**config.mk**
```make
export PLATFORM = sky130hd
export DESIGN_NAME = l_keypad_entry_flat
export DESIGN_NICKNAME = d
export VERILOG_FILES = /design/src/rtl/l_keypad_entry_if.sv /design/src/rtl/l_keypad_entry.sv /design/src/flat_wrapper.sv
export SDC_FILE = /design/constraint.sdc
export NUM_CORES = 1
export LEC_CHECK = 0
export CORE_MARGIN = 2
export CORE_UTILIZATION = 57
export CTS_CLUSTER_DIAMETER = 100
export DETAILED_ROUTE_END_ITERATION = 8
export GPL_TIMING_DRIVEN = 0
export PLACE_DENSITY = 0.87
export RECOVER_POWER = 25
export SYNTH_ARGS = -nofsm -noshare
export SYNTH_HDL_FRONTEND = slang
export SYNTH_SLANG_ARGS = --single-unit
```
**constraint.sdc**
```tcl
create_clock -name CLK -period 3.95 [get_ports CLK]
set_clock_uncertainty 0.1 [all_clocks]
set_input_delay 0.395 -clock CLK [delete_from_list [all_inputs] [get_ports CLK]]
set_output_delay 0.395 -clock CLK [all_outputs]
set_load 0.02 [all_outputs]
```
**src/rtl/l_keypad_entry_if.sv**
```systemverilog
// Keypad matrix and lock-FSM signal bundle for l_keypad_entry.
// The slave side is the scanner itself. The master side is the keypad and
// lock FSM environment that drives COL/CLR and consumes the results.
interface l_keypad_entry_if;
  logic [3:0]  COL;
  logic        CLR;
  logic [3:0]  ROW;
  logic        KEY_VALID;
  logic [3:0]  KEY;
  logic [15:0] CODE;
  logic [2:0]  DIGIT_CNT;
  logic        ENTER;

  modport master (
    output COL, CLR,
    input  ROW, KEY_VALID, KEY, CODE, DIGIT_CNT, ENTER
  );

  modport slave (
    input  COL, CLR,
    output ROW, KEY_VALID, KEY, CODE, DIGIT_CNT, ENTER
  );
endinterface

```
**src/rtl/l_keypad_entry.sv**
```systemverilog
// l_keypad_entry: scans a 4x4 active-low keypad, debounces press and release,
// decodes the key and assembles a 4-digit code in display nibble order
// (first digit in CODE[3:0], blank nibbles are 4'hF).
module l_keypad_entry #(
  parameter int SCAN_DIV     = 50000,
  parameter int DEBOUNCE_CNT = 20
) (
  input  logic            CLK,
  input  logic            RST,
  l_keypad_entry_if.slave kp
);

  localparam int DIV_W = (SCAN_DIV > 1) ? $clog2(SCAN_DIV) : 1;
  localparam int DEB_W = (DEBOUNCE_CNT > 1) ? $clog2(DEBOUNCE_CNT) : 1;
  localparam logic [DIV_W-1:0] DIV_LAST = DIV_W'(SCAN_DIV - 1);
  localparam logic [DEB_W-1:0] DEB_LAST = DEB_W'(DEBOUNCE_CNT - 1);

  localparam logic [3:0] KEY_D    = 4'd13;
  localparam logic [3:0] KEY_STAR = 4'd14;
  localparam logic [3:0] KEY_HASH = 4'd15;

  typedef enum logic [1:0] {
    ST_SCAN     = 2'd0,
    ST_DEBOUNCE = 2'd1,
    ST_HOLD     = 2'd2
  } state_t;

  // True when exactly one line of a 4-bit active-low group is low.
  function automatic logic single_low(input logic [3:0] v);
    logic hit;
    case (v)
      4'b1110, 4'b1101, 4'b1011, 4'b0111: hit = 1'b1;
      default:                            hit = 1'b0;
    endcase
    return hit;
  endfunction

  // Position of the single low line in a 4-bit active-low group.
  function automatic logic [1:0] low_index(input logic [3:0] v);
    logic [1:0] idx;
    case (v)
      4'b1110: idx = 2'd0;
      4'b1101: idx = 2'd1;
      4'b1011: idx = 2'd2;
      4'b0111: idx = 2'd3;
      default: idx = 2'd0;
    endcase
    return idx;
  endfunction

  // Keypad legend: rows 1 2 3 A / 4 5 6 B / 7 8 9 C / * 0 # D.
  function automatic logic [3:0] decode_key(input logic [3:0] row, input logic [3:0] col);
    logic [3:0] key;
    case ({low_index(row), low_index(col)})
      4'h0:    key = 4'd1;
      4'h1:    key = 4'd2;
      4'h2:    key = 4'd3;
      4'h3:    key = 4'd10;
      4'h4:    key = 4'd4;
      4'h5:    key = 4'd5;
      4'h6:    key = 4'd6;
      4'h7:    key = 4'd11;
      4'h8:    key = 4'd7;
      4'h9:    key = 4'd8;
      4'hA:    key = 4'd9;
      4'hB:    key = 4'd12;
      4'hC:    key = KEY_STAR;
      4'hD:    key = 4'd0;
      4'hE:    key = KEY_HASH;
      4'hF:    key = KEY_D;
      default: key = 4'd0;
    endcase
    return key;
  endfunction

  state_t           state_r, state_nxt_s;
  logic [3:0]       col_meta_r, col_sync_r;
  logic [DIV_W-1:0] div_r;
  logic [3:0]       row_r, lat_col_r;
  logic [DEB_W-1:0] deb_cnt_r;
  logic             sample_s, match_s, released_s, deb_full_s;
  logic             latch_s, deb_clr_s, deb_inc_s, row_adv_s, press_done_s;
  logic [3:0]       key_dec_s;
  logic [15:0]      code_r, code_nxt_s;
  logic [2:0]       dcnt_r, dcnt_nxt_s, dcnt_dec_s;
  logic             enter_nxt_s;
  logic             key_valid_r, enter_r;
  logic [3:0]       key_r;

  assign sample_s   = (div_r == DIV_LAST);
  assign match_s    = (col_sync_r == lat_col_r);
  assign released_s = (col_sync_r == 4'b1111);
  assign deb_full_s = (deb_cnt_r == DEB_LAST);
  assign key_dec_s  = decode_key(row_r, lat_col_r);

  // Two-flop synchronizer for the asynchronous column lines (idle = all high).
  always_ff @(posedge CLK or posedge RST) begin
    if (RST) begin
      col_meta_r <= 4'b1111;
      col_sync_r <= 4'b1111;
    end else begin
      col_meta_r <= kp.COL;
      col_sync_r <= col_meta_r;
    end
  end

  // Free-running row-period divider; its last count marks the sample cycle.
  always_ff @(posedge CLK or posedge RST) begin
    if (RST) begin
      div_r <= '0;
    end else if (div_r == DIV_LAST) begin
      div_r <= '0;
    end else begin
      div_r <= div_r + DIV_W'(1);
    end
  end

  // FSM state register.
  always_ff @(posedge CLK or posedge RST) begin
    if (RST) begin
      state_r <= ST_SCAN;
    end else begin
      state_r <= state_nxt_s;
    end
  end

  // FSM next-state logic; every transition happens on a sample cycle.
  always_comb begin
    state_nxt_s = state_r;
    case (state_r)
      ST_SCAN: begin
        if (sample_s && single_low(col_sync_r)) begin
          state_nxt_s = ST_DEBOUNCE;
        end else begin
          state_nxt_s = ST_SCAN;
        end
      end
      ST_DEBOUNCE: begin
        if (sample_s && !match_s) begin
          state_nxt_s = ST_SCAN;
        end else if (sample_s && deb_full_s) begin
          state_nxt_s = ST_HOLD;
        end else begin
          state_nxt_s = ST_DEBOUNCE;
        end
      end
      ST_HOLD: begin
        if (sample_s && released_s && deb_full_s) begin
          state_nxt_s = ST_SCAN;
        end else begin
          state_nxt_s = ST_HOLD;
        end
      end
      default: state_nxt_s = ST_SCAN;
    endcase
  end

  // FSM output decode: latch, debounce-counter, row-rotation and press strobes.
  always_comb begin
    latch_s      = 1'b0;
    deb_clr_s    = 1'b0;
    deb_inc_s    = 1'b0;
    row_adv_s    = 1'b0;
    press_done_s = 1'b0;
    case (state_r)
      ST_SCAN: begin
        if (sample_s && single_low(col_sync_r)) begin
          latch_s   = 1'b1;
          deb_clr_s = 1'b1;
        end else if (sample_s) begin
          row_adv_s = 1'b1;
        end else begin
          latch_s = 1'b0;
        end
      end
      ST_DEBOUNCE: begin
        if (sample_s && !match_s) begin
          row_adv_s = 1'b1;
        end else if (sample_s && deb_full_s) begin
          press_done_s = 1'b1;
          deb_clr_s    = 1'b1;
        end else if (sample_s) begin
          deb_inc_s = 1'b1;
        end else begin
          deb_inc_s = 1'b0;
        end
      end
      ST_HOLD: begin
        if (sample_s && !released_s) begin
          deb_clr_s = 1'b1;
        end else if (sample_s && deb_full_s) begin
          row_adv_s = 1'b1;
          deb_clr_s = 1'b1;
        end else if (sample_s) begin
          deb_inc_s = 1'b1;
        end else begin
          deb_inc_s = 1'b0;
        end
      end
      default: begin
        row_adv_s = 1'b0;
      end
    endcase
  end

  // Row drive, latched column pattern and debounce counter.
  always_ff @(posedge CLK or posedge RST) begin
    if (RST) begin
      row_r     <= 4'b1110;
      lat_col_r <= 4'b1111;
      deb_cnt_r <= '0;
    end else begin
      if (row_adv_s) begin
        row_r <= {row_r[2:0], row_r[3]};
      end else begin
        row_r <= row_r;
      end
      if (latch_s) begin
        lat_col_r <= col_sync_r;
      end else begin
        lat_col_r <= lat_col_r;
      end
      if (deb_clr_s) begin
        deb_cnt_r <= '0;
      end else if (deb_inc_s) begin
        deb_cnt_r <= deb_cnt_r + DEB_W'(1);
      end else begin
        deb_cnt_r <= deb_cnt_r;
      end
    end
  end

  // Entry-buffer update; CLR overrides any key action and blocks ENTER.
  always_comb begin
    code_nxt_s  = code_r;
    dcnt_nxt_s  = dcnt_r;
    enter_nxt_s = 1'b0;
    dcnt_dec_s  = dcnt_r - 3'd1;
    if (kp.CLR) begin
      code_nxt_s = 16'hFFFF;
      dcnt_nxt_s = 3'd0;
    end else if (press_done_s) begin
      case (key_dec_s)
        4'd0, 4'd1, 4'd2, 4'd3, 4'd4, 4'd5, 4'd6, 4'd7, 4'd8, 4'd9: begin
          if (dcnt_r < 3'd4) begin
            code_nxt_s[{dcnt_r[1:0], 2'b00} +: 4] = key_dec_s;
            dcnt_nxt_s = dcnt_r + 3'd1;
          end else begin
            dcnt_nxt_s = dcnt_r;
          end
        end
        KEY_STAR: begin
          if (dcnt_r != 3'd0) begin
            code_nxt_s[{dcnt_dec_s[1:0], 2'b00} +: 4] = 4'hF;
            dcnt_nxt_s = dcnt_dec_s;
          end else begin
            dcnt_nxt_s = dcnt_r;
          end
        end
        KEY_D: begin
          code_nxt_s = 16'hFFFF;
          dcnt_nxt_s = 3'd0;
        end
        KEY_HASH: begin
          if (dcnt_r == 3'd4) begin
            enter_nxt_s = 1'b1;
          end else begin
            enter_nxt_s = 1'b0;
          end
        end
        default: begin
          enter_nxt_s = 1'b0;
        end
      endcase
    end else begin
      enter_nxt_s = 1'b0;
    end
  end

  // Registered outputs: key report, entry buffer and enter pulse.
  always_ff @(posedge CLK or posedge RST) begin
    if (RST) begin
      key_valid_r <= 1'b0;
      key_r       <= 4'd0;
      code_r      <= 16'hFFFF;
      dcnt_r      <= 3'd0;
      enter_r     <= 1'b0;
    end else begin
      key_valid_r <= press_done_s;
      if (press_done_s) begin
        key_r <= key_dec_s;
      end else begin
        key_r <= key_r;
      end
      code_r  <= code_nxt_s;
      dcnt_r  <= dcnt_nxt_s;
      enter_r <= enter_nxt_s;
    end
  end

  assign kp.ROW       = row_r;
  assign kp.KEY_VALID = key_valid_r;
  assign kp.KEY       = key_r;
  assign kp.CODE      = code_r;
  assign kp.DIGIT_CNT = dcnt_r;
  assign kp.ENTER     = enter_r;

endmodule

```
**src/flat_wrapper.sv**
```systemverilog
// flat-port wrapper written by rule: the top's interface ports become plain ports
module l_keypad_entry_flat 
#(
  parameter int SCAN_DIV     = 50000,
  parameter int DEBOUNCE_CNT = 20
)
  (CLK, RST, kp_COL, kp_CLR, kp_ROW, kp_KEY_VALID, kp_KEY, kp_CODE, kp_DIGIT_CNT, kp_ENTER);
  l_keypad_entry_if kp_i ();
  input  logic CLK;
  input  logic RST;
  input wire logic [$bits(kp_i.COL)-1:0] kp_COL;
  input wire logic [$bits(kp_i.CLR)-1:0] kp_CLR;
  output wire logic [$bits(kp_i.ROW)-1:0] kp_ROW;
  output wire logic [$bits(kp_i.KEY_VALID)-1:0] kp_KEY_VALID;
  output wire logic [$bits(kp_i.KEY)-1:0] kp_KEY;
  output wire logic [$bits(kp_i.CODE)-1:0] kp_CODE;
  output wire logic [$bits(kp_i.DIGIT_CNT)-1:0] kp_DIGIT_CNT;
  output wire logic [$bits(kp_i.ENTER)-1:0] kp_ENTER;
  assign kp_i.COL = kp_COL;
  assign kp_i.CLR = kp_CLR;
  assign kp_ROW = kp_i.ROW;
  assign kp_KEY_VALID = kp_i.KEY_VALID;
  assign kp_KEY = kp_i.KEY;
  assign kp_CODE = kp_i.CODE;
  assign kp_DIGIT_CNT = kp_i.DIGIT_CNT;
  assign kp_ENTER = kp_i.ENTER;
  l_keypad_entry #(.SCAN_DIV(SCAN_DIV), .DEBOUNCE_CNT(DEBOUNCE_CNT)) u_core (.CLK(CLK), .RST(RST), .kp(kp_i));
endmodule
```
==> flow_summary.yaml, run 1 <==
outcome:
  outcome: "finished, violations left"
  violations: "max-capacitance violations, max-slew violations"
global_routing:
  grt.overflow.total: 0
  grt_pass1_vias: 3238
  grt_start_max_net_pins: 45
  gr_util_all_layers_pct: 24.9
  grt_first_pass_wirelength_um: 14600
  antenna_found_initial: 0
floorplan:
  core.rowCount: 29
  die_height_um: 85.0
  initial_utilization_pct: 58.9
  die_x_um: 85.0
  coreArea_sq_um: 6350
  die_area_sq_um: 7220
  ios: 36
critical_path:
  worst-setup-path-type: "reg2reg"
  crit_path_end_kind: "flip-flop"
  critical_path.startpoint_type: "flip-flop"
  cp_data_required_time_ns: 4.13
  ff2ff_path_depth: 12
  worstPathCellList: "xnor2_1 -> or2_2 -> inv_1 -> ha_1 -> or3b_1 -> a221oi_1 -> o21ai_0 -> and2_1 -> a2111o_1 -> o21a_2 -> nand2_1 -> mux2_2"
  critical_path.max_fanout: 7
  critical_path_arrival_ns: 3.99
  slowest_delay_ns: 0.58
  critical-path-slowest-cell: "dfstp_2"
logic_synthesis:
  yosys.area_share.xor_xnor_pct: 6.33
  netlist.area_leader.share_pct: 22.1
  async_reset_ff_share_pct: 100
  synth.avg_cell_area_sq_um: 9.59
  post_synth_and_or_nand_nor_area_fraction_pct: 17.6
  post_synth_cell_types: 61
  synthesis.nets: 414
  post_synth_inst_count: 390
  synth-warning-count: 0
  post_synth_main_area_contributors: "dfrtp_1 22%, dfstp_2 22%, ha_1 5.7%, xor2_1 4.2%, a21oi_1 4.1%"
  synth_ff_type: "dfrtp_1"
  synth_seq_area_share_pct: 43.9
  synth.largest_area_cell: "dfrtp_1"
  yosys_register_bits: 64
  syn_area_sq_um: 3740
  synth_adder_area_share_pct: 5.69
  yosys-mux-area-fraction_pct: 3.28
  synth_top_family_by_area: "compound AO/OA/AOI/OAI gates"
  synth_enable_flop_cells: 0
  synth-compound-area-share_pct: 19.7
detailed_routing:
  vias_per_cell: 6.27
  route.vias.total: 3246
  wl_um: 8650
  drtAntennaViolNets: 0
  drt_first_iter_violations: 321
  wire_per_inst_um: 16.7
  drcViolationCount: 0
  firstDrtPassIters: 5
clock_network:
  clk-insertion-delay-late_ns: 0.35
  path_clk_slew_ns: 0.08
  max-clock-path-buffers: 2
  ctsHoldBuffers: 0
  cts.sinks: 64
  cts_root_buffer: "clkbuf_8"
  numCtsBuffers: 9
  tritoncts: "done"
  setup_bufs_post_cts: 0
  cts_max_level: 3
sta:
  grt_setup_unrepaired: "no"
  holdWs_ns: 0.257
  worst_pin_slew_ns: 2.24
  maxSlewViolCount: 45
  period_needed_ns: 3.81
  hold_viol: 0
  fmax_mhz: 263
  final-setup-viol-count: 0
  timing.final.crit_share_pct: 96.3
  timing.slew.headroom_pct: -49.1
power_and_ir_drop:
  leakagePower_nw: 1.82
  power_per_standard_cell_area_nw_per_um2: 360
  peakVddDrop_mv: 0.279
final_layout:
  finalNetCount: 460
  post-route-cell-area_sq_um: 4380
  mostFrequentLayoutCells: "37 x nor2_1, 33 x dfrtp_1, 31 x dfstp_2"
  most_common_cell_after_layout_fill_and_taps_aside: "nor2_1"
  flow.area_growth_from_synthesis_pct: 17.1
  fin_util_pct: 68.9
  drive_gt1_share_pct: 16.1
  antenna_cells_inserted: 0
flow_run:
  max_cap_viol_count: 1
place:
  gp_routability_congestion: 0.944
  area_of_placed_instances_sq_um: 4210
  io_buffer_count: 35
  detailedPlacementHpwl_um: 6140
min_path:
  min_delay_path_depth: 0
  hp-class: "reg2reg"
==> synthesized netlist by cell type, types with 3 or more instances <==
cell and instances:
inv_1 20, clkbuf_1 7, o211ai_1 3, nand4_1 12, dfrtp_1 33, ha_1 17, a2111oi_0 5, a31oi_1 9
nor2_1 37, a21oi_1 31, nand2_1 25, mux2_2 10, and2_1 5, a221oi_1 7, and3_1 6, xor2_1 18
dfstp_2 31, xnor2_1 9, a2bb2oi_1 3, a22o_1 3, nand3_1 16, and2_4 3, nor4_1 5, o21ai_0 23
==> final cells by class <==
class,instances,area [sq um]
timing repair buffer,36,354
buffer,10,52.6
clock inverter,5,30.0
tap,77,96.3
clock buffer,11,153
fill,513,1970
inverter,20,75.1
sequential,64,1640
multi-input combinational,295,1980
==> sequential cells by signal, summed over array words and instances, names as in the netlist <==
signal	count
u_core.col_meta_r	4
u_core.col_sync_r	4
u_core.deb_cnt_r	5
u_core.div_r	16
u_core.kp.CODE	16
u_core.kp.DIGIT_CNT	3
u_core.kp.ENTER	1
u_core.kp.KEY	4
u_core.kp.KEY_VALID	1
u_core.kp.ROW	4
u_core.lat_col_r	4
u_core.state_r	2
==> repair_timing <==
action / CTS / global route
pin swaps: 0 / 0
endpoints found under the setup margin: 7 / 2
gates resized for setup: 1 / 1
==> metrics by stage <==
| step | TNS [ns] | power (mW) | instances | setup slack, ns |
|---|---|---|---|---|
| global placement | 0 | 1.04 | 502 | 0.0869 |
| finish | 0 | 1.57 | 518 | 0.144 |
| CTS | 0 | 1.58 | 518 | 0.208 |
| global route | 0 | 1.64 | 518 | 0.0256 |
| floorplan | 0 | 0.934 | 390 | 0.423 |
| detailed placement | -0.0414 | 1.06 | 503 | -0.0205 |
==> path summary, 6_finish.rpt <==
kind	from	endpoint	slack (ns)
max in group asynchronous	RST	u_core.deb_cnt_r[2]	0.67
min	u_core.col_meta_r[0]	u_core.col_sync_r[0]	0.26
max reg2reg	u_core.lat_col_r[3]	u_core.kp.CODE[9]	0.14
max	u_core.lat_col_r[3]	u_core.kp.CODE[9]	0.14
min in group asynchronous	RST	u_core.kp.DIGIT_CNT[2]	0.53
min reg2reg	u_core.col_meta_r[0]	u_core.col_sync_r[0]	0.26
==> logic make-up (layout without fill, tap and decap cells) <==
kind of cell / Yosys count / after routing
flip-flops: 64 / 64
adder cells (fa/ha/maj): 17 / 17
XOR/XNOR: 27 / 27
AO/OA/AOI/OAI: 112 / 112
buffers and inverters: 31 / 82
multiplexers: 11 / 11
AND/OR/NAND/NOR: 128 / 128
==> critical path, delay by kind of cell (launching register included) <==
family | cells | cell delay [ns]
xor+xnor | 1 | 0.23
simple gates | 4 | 1.04
flops | 1 | 0.58
compound gates | 4 | 1.05
buf+inv | 1 | 0.12
fa+ha+maj | 1 | 0.26
mux | 1 | 0.36
==> metal layers <==
| metal | vias to the layer above | wire length [um] | track usage (%) |
|---|---|---|---|
| met1 | 1548 | 3580 | 30.8 |
| met5 | - | 0 | 0 |
| met4 | 0 | 222 | 11.5 |
| li1 | 1529 | - | - |
| met3 | 26 | 525 | 3.60 |
| met2 | 143 | 4330 | 43.0 |
==> report_power, final <==
group | total (mW) | switching (mW) | internal [mW]
logic | 0.283 | 0.156 | 0.127
registers | 0.761 | 0.0347 | 0.727
clock network | 0.529 | 0.265 | 0.264
No activity file was read; power rests on OpenSTA's default activity.
==> run 2: changes to the inputs <==
SETUP_SLACK_MARGIN = 0.5   (was default)
==> flow_summary.yaml, run 2 (same netlist as run 1, synthesis figures left out) <==
detailed_routing:
  wl_um: 8980
  drtAntennaViolNets: 0
  firstDrtPassIters: 5
  route.vias.total: 3333
  wire_per_inst_um: 16.9
  vias_per_cell: 6.25
  drt_first_iter_violations: 266
  drcViolationCount: 0
floorplan:
  die_x_um: 85.0
  core.rowCount: 29
  die_height_um: 85.0
  die_area_sq_um: 7220
  ios: 36
  coreArea_sq_um: 6350
  initial_utilization_pct: 58.9
final_layout:
  flow.area_growth_from_synthesis_pct: 26.9
  mostFrequentLayoutCells: "37 x nor2_1, 33 x dfrtp_1, 31 x dfstp_2"
  drive_gt1_share_pct: 25.4
  finalNetCount: 475
  antenna_cells_inserted: 0
  most_common_cell_after_layout_fill_and_taps_aside: "nor2_1"
critical_path:
  critical_path.startpoint_type: "flip-flop"
  critical_path_arrival_ns: 3.61
  cp_data_required_time_ns: 4.12
  slowest_delay_ns: 0.65
  crit_path_end_kind: "flip-flop"
  worst-path-buf-inv: 2
  critical-path-slowest-cell: "dfstp_2"
  worst-setup-path-type: "reg2reg"
  worstPathCellList: "xnor2_4 -> or2_4 -> buf_6 -> inv_6 -> ha_4 -> or3b_4 -> a221oi_2 -> o21ai_1 -> and2_4 -> a2111o_1 -> o21a_4 -> nor3b_4 -> a221oi_2"
  critical_path.max_fanout: 6
  critPathMostFrequentCell: "a221oi_2"
  cpLargestDelayFamily: "compound AO/OA/AOI/OAI gates"
power_and_ir_drop:
  power.internal_mw: 1.24
  netSwitchingPower_uw: 485
  peakVddDrop_mv: 0.312
  power.combinational.fraction_pct: 18.0
  power_per_standard_cell_area_nw_per_um2: 364
  seq_power_share_pct: 44.2
  leakagePower_nw: 1.96
  p_clk_share_pct: 37.9
  power_switching_share_pct: 28.0
  finalPower_mw: 1.73
sta:
  period_needed_ns: 3.44
  final-setup-viol-count: 0
  fmax_mhz: 291
  timing.final.crit_share_pct: 87.1
  worst_pin_slew_ns: 0.931
  grt_setup_unrepaired: "yes"
  setup-tns-final_ns: 0
  maxSlewViolCount: 0
  hold_viol: 0
  timing.slew.headroom_pct: 37.1
global_routing:
  grt_util_met3_pct: 6.61
  groute.layer.met2.usage_pct: 45.0
  gr_util_all_layers_pct: 25.9
  antenna_found_initial: 0
  grt_pass1_vias: 3307
  grt_busiest_layer: "met2"
  grt_start_max_net_pins: 45
  grt_first_pass_wirelength_um: 14900
  grt.overflow.total: 0
  met1_layer_usage_reported_by_global_route_pct: 30.5
place:
  gp_routability_congestion: 0.971
  detailedPlacementHpwl_um: 5980
  io_buffer_count: 35
clock_network:
  max-clock-path-buffers: 2
  ctsHoldBuffers: 0
  tritoncts: "done"
  cts_root_buffer: "clkbuf_8"
  path_clk_slew_ns: 0.07
  cts.sinks: 64
  numCtsBuffers: 9
  clk-insertion-delay-late_ns: 0.37
  cts_max_level: 3
outcome:
  outcome: "finished clean"
flow_run:
  max_cap_viol_count: 0
min_path:
  hp-class: "reg2reg"
==> run 2: changes by cell type in the layout (fill, tap and decap cells not counted), moves of 3 or more <==
cell        previous run  this run
clkinv_2               3         0
buf_4                  2        15
a2111oi_2              0         3
a221oi_2               0         5
a2111oi_0              5         1
clkinvlp_4             0         3
clkbuf_1               8         4
a221oi_1               7         2
==> run 2: power by group through the flow <==
| stage | registers [mW] | clock network [mW] | logic, mW |
|---|---|---|---|
| after global placement | 0.769 | 0 | 0.274 |
| after global routing | 0.770 | 0.677 | 0.334 |
| after CTS | 0.762 | 0.658 | 0.298 |
| final | 0.763 | 0.655 | 0.310 |
| after floorplan | 0.815 | 0 | 0.119 |
| after detailed placement | 0.772 | 0 | 0.284 |
==> run 2: repair_timing <==
| item | 4_1_cts | 5_1_grt |
|---|---|---|
| setup endpoints to repair | 19 | 19 |
| gates resized for setup | 26 | 24 |
| setup buffers | 3 | 10 |
| gates cloned | 0 | 1 |
| pin swaps | 4 | 12 |
==> run 2: area by class of cell <==
class | instances | area, sq um
Sequential cell | 64 | 1640
Inverter | 20 | 80.1
Buffer | 11 | 66.3
Clock inverter | 6 | 91.3
Tap cell | 77 | 96.3
Fill cell | 433 | 1610
Multi-Input combinational cell | 295 | 2160
Clock buffer | 10 | 138
Timing Repair Buffer | 50 | 473
==> run 2: through the flow <==
step	setup slack [ns]	utilization (%)	area, sq um	hold WS [ns]	cells
final	0.510	74.7	4740	0.258	533
after detailed placement	0.136	66.2	4210	0.248	503
after global placement	0.225	65.9	4190	0.245	502
after floorplan	0.512	-	3740	0.245	390
after global routing	0.389	74.7	4740	0.265	533
after CTS	0.501	72.1	4580	0.259	522
==> run 2: path summary, 6_finish.rpt <==
kind	start	endpoint	slack [ns]	cells past startpoint
max in group asynchronous	RST	u_core.col_meta_r[2]	2.45	3
min in group asynchronous	RST	u_core.kp.DIGIT_CNT[1]	0.53	2
hold reg to reg	u_core.col_meta_r[3]	u_core.col_sync_r[3]	0.26	0
setup reg to reg	u_core.lat_col_r[3]	u_core.kp.CODE[14]	0.51	13
setup / recovery	u_core.lat_col_r[3]	u_core.kp.CODE[14]	0.51	13
hold / removal	u_core.col_meta_r[3]	u_core.col_sync_r[3]	0.26	0
==> run 2: per-layer routing <==
| layer | vias up | part of all wire [%] |
|---|---|---|
| li1 | 1565 | - |
| met5 | - | 0 |
| met1 | 1604 | 41 |
| met4 | 0 | 2.1 |
| met2 | 142 | 50 |
| met3 | 22 | 6.3 |
==> run 3: changes to the inputs <==
GPL_ROUTABILITY_DRIVEN = 0   (was default)
==> flow_summary.yaml, run 3 (same netlist as run 1, synthesis figures left out) <==
detailed_routing:
  drtAntennaViolNets: 0
  wl_um: 9600
  firstDrtPassIters: 6
  route.vias.total: 3454
  wire_per_inst_um: 18.0
  vias_per_cell: 6.47
  drt_first_iter_violations: 446
  drcViolationCount: 0
floorplan:
  core.rowCount: 29
  coreArea_sq_um: 6350
  die_x_um: 85.0
  die_area_sq_um: 7220
  die_height_um: 85.0
  ios: 36
  initial_utilization_pct: 58.9
sta:
  hold_viol: 0
  final-setup-viol-count: 0
  worst_pin_slew_ns: 1.03
  setup-tns-final_ns: 0
  timing.final.crit_share_pct: 89.1
  timing.slew.headroom_pct: 30.6
  grt_setup_unrepaired: "yes"
  maxSlewViolCount: 0
  fmax_mhz: 284
  setup_slack_ns: 0.432
  period_needed_ns: 3.52
critical_path:
  ff2ff_path_depth: 14
  critical_path.startpoint_type: "flip-flop"
  timing.rr.end: "u_core.kp.CODE[5]"
  cp_data_required_time_ns: 4.13
  regToRegSetupSlack_ns: 0.43
  worst-setup-path-type: "reg2reg"
  critical_path.max_fanout: 6
  critical_path_arrival_ns: 3.70
  startpoint_of_the_worst_slack_reg_to_reg_timing_path: "u_core.lat_col_r[1]"
  crit_path_end_kind: "flip-flop"
min_path:
  min_delay_worst_endpoint: "u_core.col_sync_r[1]"
  hp-class: "reg2reg"
  min_delay_path_depth: 0
  worstHoldStart: "u_core.col_meta_r[1]"
global_routing:
  grt.overflow.total: 0
  gr_util_all_layers_pct: 25.6
  grt_pass1_vias: 3316
  grt_start_max_net_pins: 46
  grt_first_pass_wirelength_um: 14800
  antenna_found_initial: 0
final_layout:
  mostFrequentLayoutCells: "37 x nor2_1, 33 x dfrtp_1, 31 x dfstp_2"
  antenna_cells_inserted: 0
  fin_util_pct: 75.8
  finalNetCount: 476
  most_common_cell_after_layout_fill_and_taps_aside: "nor2_1"
  drive_gt1_share_pct: 26.3
  flow.area_growth_from_synthesis_pct: 28.7
clock_network:
  cts.sinks: 64
  cts_root_buffer: "clkbuf_8"
  path_clk_slew_ns: 0.07
  max-clock-path-buffers: 2
  clk-insertion-delay-late_ns: 0.35
  cts_max_level: 3
  ctsHoldBuffers: 0
  tritoncts: "done"
  numCtsBuffers: 9
power_and_ir_drop:
  seq_power_share_pct: 42.8
  power_per_standard_cell_area_nw_per_um2: 371
  netSwitchingPower_uw: 477
  power.internal_mw: 1.31
  leakagePower_nw: 1.99
  power_switching_share_pct: 26.7
  p_clk_share_pct: 39.5
  power.combinational.fraction_pct: 17.7
  peakVddDrop_mv: 0.352
place:
  detailedPlacementHpwl_um: 6080
  pre_cts_worst_setup_slack_ns: 0.166
  io_buffer_count: 35
outcome:
  outcome: "finished clean"
flow_run:
  max_cap_viol_count: 0
## run 3: metrics by stage
step	area, sq um	instances	total power, mW	hold slack [ns]
after CTS	4650	523	1.78	0.257
final	4810	534	1.79	0.257
after global routing	4810	534	1.85	0.264
after detailed placement	4210	503	1.05	0.247
after global placement	4190	502	1.04	0.245
after floorplan	3740	390	0.934	0.245
## run 3: worst max path at each step
stage,depth (start not counted),slack (ns),endpoint,startpoint
6_report,14,0.43,u_core.kp.CODE[5],u_core.lat_col_r[1]
5_1_grt,14,0.38,u_core.kp.CODE[7],u_core.lat_col_r[3]
4_1_cts,13,0.52,u_core.kp.CODE[6],u_core.lat_col_r[3]
3_5_place_dp,13,0.17,u_core.kp.CODE[9],u_core.lat_col_r[3]
3_3_place_gp,13,0.24,u_core.kp.CODE[11],u_core.lat_col_r[3]
2_1_floorplan,13,0.51,u_core.kp.CODE[10],u_core.lat_col_r[3]
## run 3: metal layers
metal  wire [um]  GRT usage, %  vias up
li1            -             -     1557
met1        3640          28.8     1653
met2        4950          45.5      193
met3         666          6.13       51
met4         343          12.1        0
met5           0             0        -
## run 3: worst max-delay path, cell delays in order, from the launching register on
cell and delay, ns:
dfstp_2 0.59, buf_4 0.15, and2_4 0.18, and2_4 0.16, inv_2 0.06, ha_4 0.17
or3b_4 0.38, a221oi_2 0.26, o21ai_1 0.15, and2_4 0.18, a2111o_1 0.45, o21a_4 0.17
buf_6 0.13, and2_4 0.15, a31oi_2 0.17
## run 3: timing repair
item | CTS | global route
cloned | 0 | 1
buffers inserted | 4 | 10
setup endpoints to repair | 19 | 19
gates resized for setup | 35 | 19
pin swaps | 8 | 12
## run 3: power by group through the flow
stage                     Clock [mW]  Combinational (mW)  Sequential, mW
after floorplan                    0               0.119           0.815
after global placement             0               0.273           0.769
after detailed placement           0               0.282           0.772
after CTS                      0.715               0.303           0.765
after global routing           0.739               0.337           0.771
final                          0.706               0.315           0.765
## run 3: area by class of cell
class                      instances  area (sq um)
timing repair buffer              51           480
inverter                          20          80.1
buffer                            11          70.1
clock buffer                      10           138
multi-input combinational        295          2190
clock inverter                     6           115
tap                               77          96.3
fill                             413          1540
sequential                        64          1640
==> edit: new RTL, flow settings as in run 1 <==
`SCAN_DIV` is set to 50000 in 2 places; all go to 25000.
--- a/src/rtl/l_keypad_entry.sv
+++ b/src/rtl/l_keypad_entry.sv
@@ -3,5 +3,5 @@
 // (first digit in CODE[3:0], blank nibbles are 4'hF).
 module l_keypad_entry #(
-  parameter int SCAN_DIV     = 50000,
+  parameter int SCAN_DIV     = 25000,
   parameter int DEBOUNCE_CNT = 20
 ) (
--- a/src/flat_wrapper.sv
+++ b/src/flat_wrapper.sv
@@ -2,5 +2,5 @@
 module l_keypad_entry_flat 
 #(
-  parameter int SCAN_DIV     = 50000,
+  parameter int SCAN_DIV     = 25000,
   parameter int DEBOUNCE_CNT = 20
 )
Function: same outputs for any inputs over 10 cycles, from zero or initial values and one cycle with RST high; that may be too few to reach the edited logic, so the function may still have changed.
==> edit against run 1 <==
The run still ends with capacitance limit, slew limit left; synthesized cell count increased by 6.7%; routed wire length increased by 5.6%; cell area increased by 5.5%; power increased by 5.0%; sequential power decreased by 2%; setup slack improved by 0.11 ns; synthesized area increased by 5.1%; via count increased by 5.1%; critical path depth unchanged; non-clock buffer count increased by 5; sequential cell count decreased by 1; combinational power decreased by 1%; critical path type unchanged; largest cell class unchanged.
==> edit: results (changes against run 1) <==
* Synth warn at 0 (unchanged)
* Worst Hold Class: register to register (unchanged)
* IO Port Bufs at 34 (was 35)
* Worst Hold Endpoint: u_core.col_sync_r[3] (was u_core.col_sync_r[0])
* Estimated wirelength of the detail-placed design at 6470 um (was 6140 um)
* All-Layer GR Usage at 0.254 (was 0.249)
* CP Capture Point: u_core.kp.CODE[10] (was u_core.kp.CODE[9])
* Layout cells sized above 1 at 0.199 (was 0.161)
* Inst Count DP at 531 (was 503)
* Largest net degree at the start of global routing at 48 (was 45)
* VDD IR-drop max at 0.311 mV (was 0.279 mV)
* Top Family by Delay on Critical Path: compound AO/OA/AOI/OAI gates (unchanged)
* Max_cap viols at 1 (unchanged)
* Slowest cell delay on critical path at 0.57 ns
* Worst-path fanout max at 10 (was 7)
* Worst r2r path cells at 12 (unchanged)
* CTS max path bufs at 2 (unchanged)
* Final nets at 487 (was 460)
* RR Startpoint: u_core.lat_col_r[2] (was u_core.lat_col_r[3])
* Initial DRC Count at 190 (was 321)
* Post-cts resize count at 0 (was 1)
* Synth Net Count at 440 (was 414)
* Leak Pwr at 1.97 nW (was 1.82 nW)
* Crit path max-delay cell type: dfstp_2 (unchanged)
* Final worst path period share at 0.935 (was 0.963)
* Syn_area_per_cell at 9.44 um^2 (was 9.59 um^2)
* Worst rel slew slack at -0.355 (was -0.491)
* Vias at 3,411 (was 3,246)
* Area after DPL at 4390 um^2 (was 4210 um^2)
* Max reg flops at 16
* Placer Congestion at 0.944 (about the same)
* H-Tree Depth at 3 (unchanged)
* Hold path depth at 0 (unchanged)
* Clk pin slew, worst setup/hold paths at 0.07 ns
* Top post-synthesis cells by count: nand2_1, nor2_1, dfrtp_1 (was nor2_1, dfrtp_1, a21oi_1, dfstp_2, nand2_1)
* Main flop type after synthesis: dfrtp_1 (unchanged)
* Via density at 6.22 (was 6.27)
* Cts bufs inserted at 9 (unchanged)
* R2r setup slk at 0.26 ns (was 0.14 ns)
* Hold_sp: u_core.col_meta_r[3] (was u_core.col_meta_r[0])
* Initial antenna violation count at 0 (unchanged)
* Top post-synthesis cells by area: dfstp_2, dfrtp_1, ha_1 (was dfrtp_1, dfstp_2, ha_1)
* Clock group at 0.629 mW (was 0.529 mW)
* NetSw at 0.443 mW (was 0.456 mW)
* Unique cell type count in the Yosys netlist at 75 (was 61)
* WHS at 0.251 ns (was 0.257 ns)
* Outcome: finished with violations (unchanged)
* Post-synthesis sequential area ratio at 0.411 (was 0.439)
* Comb pwr share at 0.169 (was 0.180)
* Pre-CTS WS at 0.00894 ns (was -0.0205 ns)
* Layout Utilization at 0.688 (was 0.689)
* DR WL/cell at 16.7 um (about the same)
* Critical Path AT at 3.85 ns (was 3.99 ns)
* Overall Power at 1.65 mW (was 1.57 mW)
* First-pass GRT wire length at 15,100 um (was 14,600 um)
* Fin. max-slew vios at 48 (was 45)
* FILL cells at 492 (was 513)
* Violations in the final reports: capacitance limit, slew limit (unchanged)
-- edit: area by class of cell --
| class | count | area share |
|---|---|---|
| repair buffers | 36 | 0.0775 |
| multi-input cells | 312 | 0.461 |
| inverters | 26 | 0.0211 |
| clock buffers | 11 | 0.0306 |
| clock inverters | 5 | 0.0176 |
| flip-flops and latches | 63 | 0.350 |
| plain buffers | 15 | 0.0209 |
| well taps | 80 | 0.0217 |
-- edit: routing by layer --
| metal | routed length [um] | vias to the layer above | GRT usage |
|---|---|---|---|
| li1 | - | 1600 | - |
| met1 | 3900 | 1643 | 0.307 |
| met2 | 4500 | 143 | 0.439 |
| met3 | 544 | 25 | 0.0578 |
| met4 | 190 | 0 | 0.0980 |
| met5 | 0 | - | 0 |
-- edit: cells by family after synthesis --
group                      after synthesis  share of synthesized area
and+or+nand+nor                        161                      0.225
DFF                                     63                      0.411
xor gates and xnor gates                26                     0.0599
muxes                                   10                     0.0309
adders and majority gates               17                     0.0541
buffers and inverters                   41                     0.0490
AOI/OAI and AO/OA                       98                      0.169
